--- config.mk ---
export PLATFORM = sky130hd
export DESIGN_NAME = interleaver_sequencer
export DESIGN_NICKNAME = d
export VERILOG_FILES = /design/src/rtl/interleaver_sequencer.sv
export SDC_FILE = /design/constraint.sdc
export NUM_CORES = 1
export LEC_CHECK = 0
export BUFFER_PORTS_ARGS = -buffer_cell sky130_fd_sc_hd__buf_2
export CAP_MARGIN = 20
export CORE_MARGIN = 2
export CORE_UTILIZATION = 30
export CTS_CLUSTER_SIZE = 24
export DETAILED_ROUTE_END_ITERATION = 8
export GPL_ROUTABILITY_DRIVEN = 1
export GPL_TIMING_DRIVEN = 0
export PLACE_DENSITY = 0.52
export SLEW_MARGIN = 20
export SYNTH_ARGS = -nofsm -noshare
export SYNTH_HDL_FRONTEND = slang
export SYNTH_SLANG_ARGS = --single-unit
--- constraint.sdc ---
create_clock -name clk -period 4.81 [get_ports clk]
set_input_delay 0.481 -clock clk [delete_from_list [all_inputs] [get_ports clk]]
set_output_delay 0.481 -clock clk [all_outputs]
set_load 0.03 [all_outputs]
--- src/rtl/interleaver_sequencer.sv ---
// Sequences one junction pass through interleaver_set: holds the chunk-serial sweepstart
// pattern and issues cycle_index 0..LAST under a valid/ready handshake, then pulses done.
module interleaver_sequencer #(
  parameter int fo = 2,
  parameter int fi = 4,
  parameter int p  = 32,
  parameter int n  = 8,
  parameter int z  = 8,
  localparam int SW   = $clog2(p / z),
  localparam int NCH  = fo * z,
  localparam int CW   = $clog2(fo * p / z),
  localparam int SIW  = (fo > 1) ? $clog2(fo) : 1
) (
  input  logic              clk,
  input  logic              reset,
  input  logic              cfg_valid,
  input  logic [SW-1:0]     cfg_data,
  output logic              cfg_ready,
  output logic              cfg_loaded,
  output logic [SW*NCH-1:0] sweepstart,
  input  logic              start,
  output logic              start_err,
  output logic              busy,
  output logic [CW-1:0]     cycle_index,
  output logic              cycle_valid,
  input  logic              cycle_ready,
  output logic [SIW-1:0]    sweep_index,
  output logic              sweep_first,
  output logic              sweep_last,
  output logic              done
);

  localparam int PW   = (NCH > 1) ? $clog2(NCH) : 1;
  localparam int LAST = fo * p / z - 1;

  if (fi < 1 || n < 1 || (p % z) != 0 || (p / z) < 2) begin : gBadParams
    $error("interleaver_sequencer: illegal parameter set");
  end

  typedef enum logic {IDLE, RUN} state_t;

  state_t              state_q, state_d;
  logic [CW-1:0]       idx_q, idx_d;
  logic                valid_q, valid_d;
  logic                done_q, done_d;
  logic                err_q, err_d;
  logic [SW*NCH-1:0]   sweep_q, sweep_d;
  logic                loaded_q, loaded_d;
  logic [PW-1:0]       ptr_q, ptr_d;
  logic                cfgWrite;
  logic                handshake;

  assign cfgWrite  = cfg_valid && (state_q == IDLE);
  assign handshake = valid_q && cycle_ready;

  always_ff @(posedge clk) begin
    if (!reset) begin
      state_q  <= IDLE;
      idx_q    <= '0;
      valid_q  <= 1'b0;
      done_q   <= 1'b0;
      err_q    <= 1'b0;
      sweep_q  <= '0;
      loaded_q <= 1'b0;
      ptr_q    <= '0;
    end else begin
      state_q  <= state_d;
      idx_q    <= idx_d;
      valid_q  <= valid_d;
      done_q   <= done_d;
      err_q    <= err_d;
      sweep_q  <= sweep_d;
      loaded_q <= loaded_d;
      ptr_q    <= ptr_d;
    end
  end

  // start is judged on loaded_q, so a same-cycle config write never enables it early.
  always_comb begin
    state_d  = state_q;
    idx_d    = idx_q;
    valid_d  = valid_q;
    done_d   = 1'b0;
    err_d    = 1'b0;
    sweep_d  = sweep_q;
    loaded_d = loaded_q;
    ptr_d    = ptr_q;

    if (cfgWrite) begin
      sweep_d[ptr_q*SW +: SW] = cfg_data;
      if (ptr_q == '0) loaded_d = 1'b0;
      if (ptr_q == PW'(NCH - 1)) begin
        loaded_d = 1'b1;
        ptr_d    = '0;
      end else begin
        ptr_d = ptr_q + 1'b1;
      end
    end

    case (state_q)
      IDLE: begin
        if (start && loaded_q) begin
          state_d = RUN;
          idx_d   = '0;
          valid_d = 1'b1;
        end else if (start) begin
          err_d = 1'b1;
        end
      end
      RUN: begin
        if (handshake) begin
          if (idx_q == CW'(LAST)) begin
            state_d = IDLE;
            idx_d   = '0;
            valid_d = 1'b0;
            done_d  = 1'b1;
          end else begin
            idx_d = idx_q + 1'b1;
          end
        end
      end
      default: begin
        state_d = IDLE;
        valid_d = 1'b0;
        idx_d   = '0;
      end
    endcase
  end

  assign cfg_ready   = (state_q == IDLE);
  assign cfg_loaded  = loaded_q;
  assign sweepstart  = sweep_q;
  assign start_err   = err_q;
  assign busy        = (state_q == RUN);
  assign cycle_index = idx_q;
  assign cycle_valid = valid_q;
  assign done        = done_q;
  assign sweep_first = valid_q && (idx_q[SW-1:0] == '0);
  assign sweep_last  = valid_q && (&idx_q[SW-1:0]);

  if (fo > 1) begin : gSweepIdx
    assign sweep_index = idx_q[CW-1:SW];
  end else begin : gSweepIdxZero
    assign sweep_index = '0;
  end

endmodule

==> results.sh <==
export IMPL_run_status="completed"
export IMPL_synthToLayoutAreaGrowth_pct=23.32
export IMPL_max_stage_delay_ns=0.44
export IMPL_fillers=715
export IMPL_clockBufferDepth=2
export IMPL_power_density_mw_per_mm2=295.1
export IMPL_timing_setup_tns_ns=0
export IMPL_setup_viol=0
export IMPL_core_area_sq_mm=0.006794
export IMPL_top_layer_used="met4"
export IMPL_start_kind="flip-flop"
export IMPL_fmax_ghz=0.3617
export IMPL_first_pass_iters=4
export IMPL_layout_commonest_cell="buf_2"
export IMPL_ant_nets=0
export IMPL_grt_ovfl_total=0
export IMPL_die_w_um=87.83
export IMPL_synth_ff_latch_count=44
export IMPL_cp_slowest_cell="a211oi_1"
export IMPL_syn_area_per_cell_sq_um=8.933
export IMPL_relSlewSlack_pct=60.19
export IMPL_htree_levels=2
export IMPL_finalClockSkew_ns=0.004432
export IMPL_cpLargestDelayFamily="buffers and inverters"
export IMPL_route_detailed_drc=0
export IMPL_ctsResizeCount=0
export IMPL_die_h_um=87.83
export IMPL_p_leak_nw=1.193
export IMPL_grt_usage_pct=13.93
export IMPL_cp_data_required_time_ns=5.04
export IMPL_power_mw=0.7673
export IMPL_seqCellArea_sq_um=880.8
export IMPL_peakVddDrop_uv=156.8
export IMPL_cts_tree="done"
export IMPL_clock_sinks=44
export IMPL_portBuffers=49
export IMPL_wl_met2_mm=2.181
export IMPL_synth_ff_type="dfxtp_1"
export IMPL_vias=1823
export IMPL_first_global_vias=1704
export IMPL_endpoint_kind="flip-flop"
export IMPL_tightestPinTransition_ns=0.5971
export IMPL_synth_enable_flop_cells=0
export IMPL_async_flop_share_pct=0
export IMPL_cts_root_buffer="clkbuf_8"
export IMPL_gp_congestion=0.8032
export IMPL_finalCriticalPeriod_ns=2.765
export IMPL_clk_latency_ns=0.30
export IMPL_ys_warn_count=0
export IMPL_arrival_ns=2.99
export IMPL_drt_iter0_drc=81
export IMPL_critPathKind="flip-flop to flip-flop"
export IMPL_row_count=30
export IMPL_grt_start_max_net_pins=14
export IMPL_grt_pass1_wl_mm=8.328
export IMPL_layout_drive_gt1_share_pct=22.87
export IMPL_crit_chain="buf_6, clkbuf_1, inv_1, ha_1, clkbuf_1, nor3_1, o21ai_0, a211oi_1, mux2i_1"
export IMPL_cp_buffers_inverters=4
export IMPL_synthesis_nets=249
export IMPL_dpl_cell_area_sq_mm=0.002474
export IMPL_synth_cell_types=45
export IMPL_multi_input_area_sq_mm=0.001125
export IMPL_drt_met1_wl_mm=2.665
export IMPL_hold_viol=0
export IMPL_clkSlewWorstSetupHoldPaths_ns=0.08
export IMPL_hold_buffers=0
export IMPL_placed_cells=381
export IMPL_num_io_pins=51
export IMPL_worstPathMaxFanout=10
export IMPL_cap_violations=0
export IMPL_seq_area_frac_synth_pct=41.78
export IMPL_design_area_sq_mm=0.002600
export IMPL_wl_mm=5.163
export IMPL_vias_per_cell=4.686
export IMPL_synthesis_area_sq_mm=0.002108
export IMPL_final_cell_mix="buf_2 (50), dfxtp_1 (44), nand2_1 (41)"
export IMPL_postCtsSetupBuffers=0
export IMPL_num_antenna_cells=0
export IMPL_grt_setup_unrepaired="no"
export IMPL_initial_core_util_pct=31.03
export IMPL_finalMaxSlewViolations=0
export IMPL_cts_made_buffers=5
export IMPL_synthCells=236
export IMPL_worst_path_most_repeated_cell="clkbuf_1"
export IMPL_dieArea_sq_mm=0.007714
export IMPL_dp_hpwl_mm=3.889
export IMPL_wl_per_cell_um=13.27
export IMPL_nets=305
export IMPL_fin_crit_sh_pct=57.48
export IMPL_final_cells=389
export IMPL_antenna_found_initial=0
export IMPL_hold_class="input port to flip-flop"
export IMPL_dr_wl_met3_um=224
-- cells by family (layout without fill, tap and decap cells) --
logic type / Yosys count / in the layout / share of synthesized area (%)
adder cells (fa/ha/maj): 6 / 6 / 3.561
buffers and inverters: 22 / 79 / 4.867
multiplexers: 30 / 30 / 14.24
flip-flops: 44 / 44 / 41.78
AND/OR/NAND/NOR: 110 / 110 / 27.36
AO/OA/AOI/OAI: 20 / 20 / 6.172
XOR/XNOR: 4 / 4 / 2.018
-- cell usage after synthesis, drive strengths merged (3+ instances only) --
cell	count	area (sq um)
dfxtp	44	880.8
nand2	41	153.9
mux2i	30	300.3
nor2	23	86.33
clkbuf	10	37.54
a21oi	8	40.04
inv	7	26.28
nor3	7	35.03
ha	6	75.07
nand3	6	35.03
nor3b	6	61.31
and3	4	25.02
buf	4	35.03
nand3b	3	22.52
nand4	3	18.77
xnor2	3	33.79
-- sequential cells by signal, summed over array words and instances (netlist names) --
register and cells:
sweepstart 32, ptr_q 4, cycle_index 3, busy 1, cfg_loaded 1, cycle_valid 1
done 1, start_err 1
-- metrics by stage --
stage | hold WS, ns | utilization (%) | setup WS (ns)
6_report | 0.3897 | 38.27 | 2.045
3_3_place_gp | 0.4434 | 36.41 | 2.101
5_1_grt | 0.4077 | 38.27 | 1.791
3_5_place_dp | 0.4466 | 36.41 | 2.076
4_1_cts | 0.3830 | 38.27 | 2.054
2_1_floorplan | 0.5776 | - | 2.466
-- worst register-to-register path, cell delays in order, from the launching register on --
cell      delay [ns]
dfxtp_1         0.36
buf_6           0.15
clkbuf_1        0.37
inv_1           0.09
ha_1            0.37
clkbuf_1        0.27
nor3_1          0.25
o21ai_0         0.16
a211oi_1        0.44
mux2i_1         0.24
-- worst paths after layout --
kind / from / to / slack [ns] / depth (start not counted)
max: ptr_q[0] / sweepstart[16] / 2.05 / 9
min: cycle_ready / cycle_valid / 0.39 / 2
max reg2reg: ptr_q[0] / sweepstart[16] / 2.05 / 9
min reg2reg: sweepstart[31] / sweepstart[31] / 0.46 / 2
-- final cells by class --
cell class,instances,share of cell area (%)
multi-input cells,170,43.26
well taps,96,4.620
flip-flops and latches,44,33.88
inverters,8,1.155
plain buffers,14,2.791
clock buffers,7,3.705
clock inverters,1,1.155
repair buffers,49,9.432
-- routing by layer --
metal	track usage, %	up-vias
met4	6.154	0
met1	19.62	846
met3	3.487	9
met2	20.04	42
met5	0	-
li1	-	926
-- where the power goes --
group | switching, mW | internal (mW)
Sequential | 0.00260 | 0.367
Clock | 0.125 | 0.183
Combinational | 0.0595 | 0.0299
Total | 0.187 | 0.580
(Power assumes the default switching activity.)
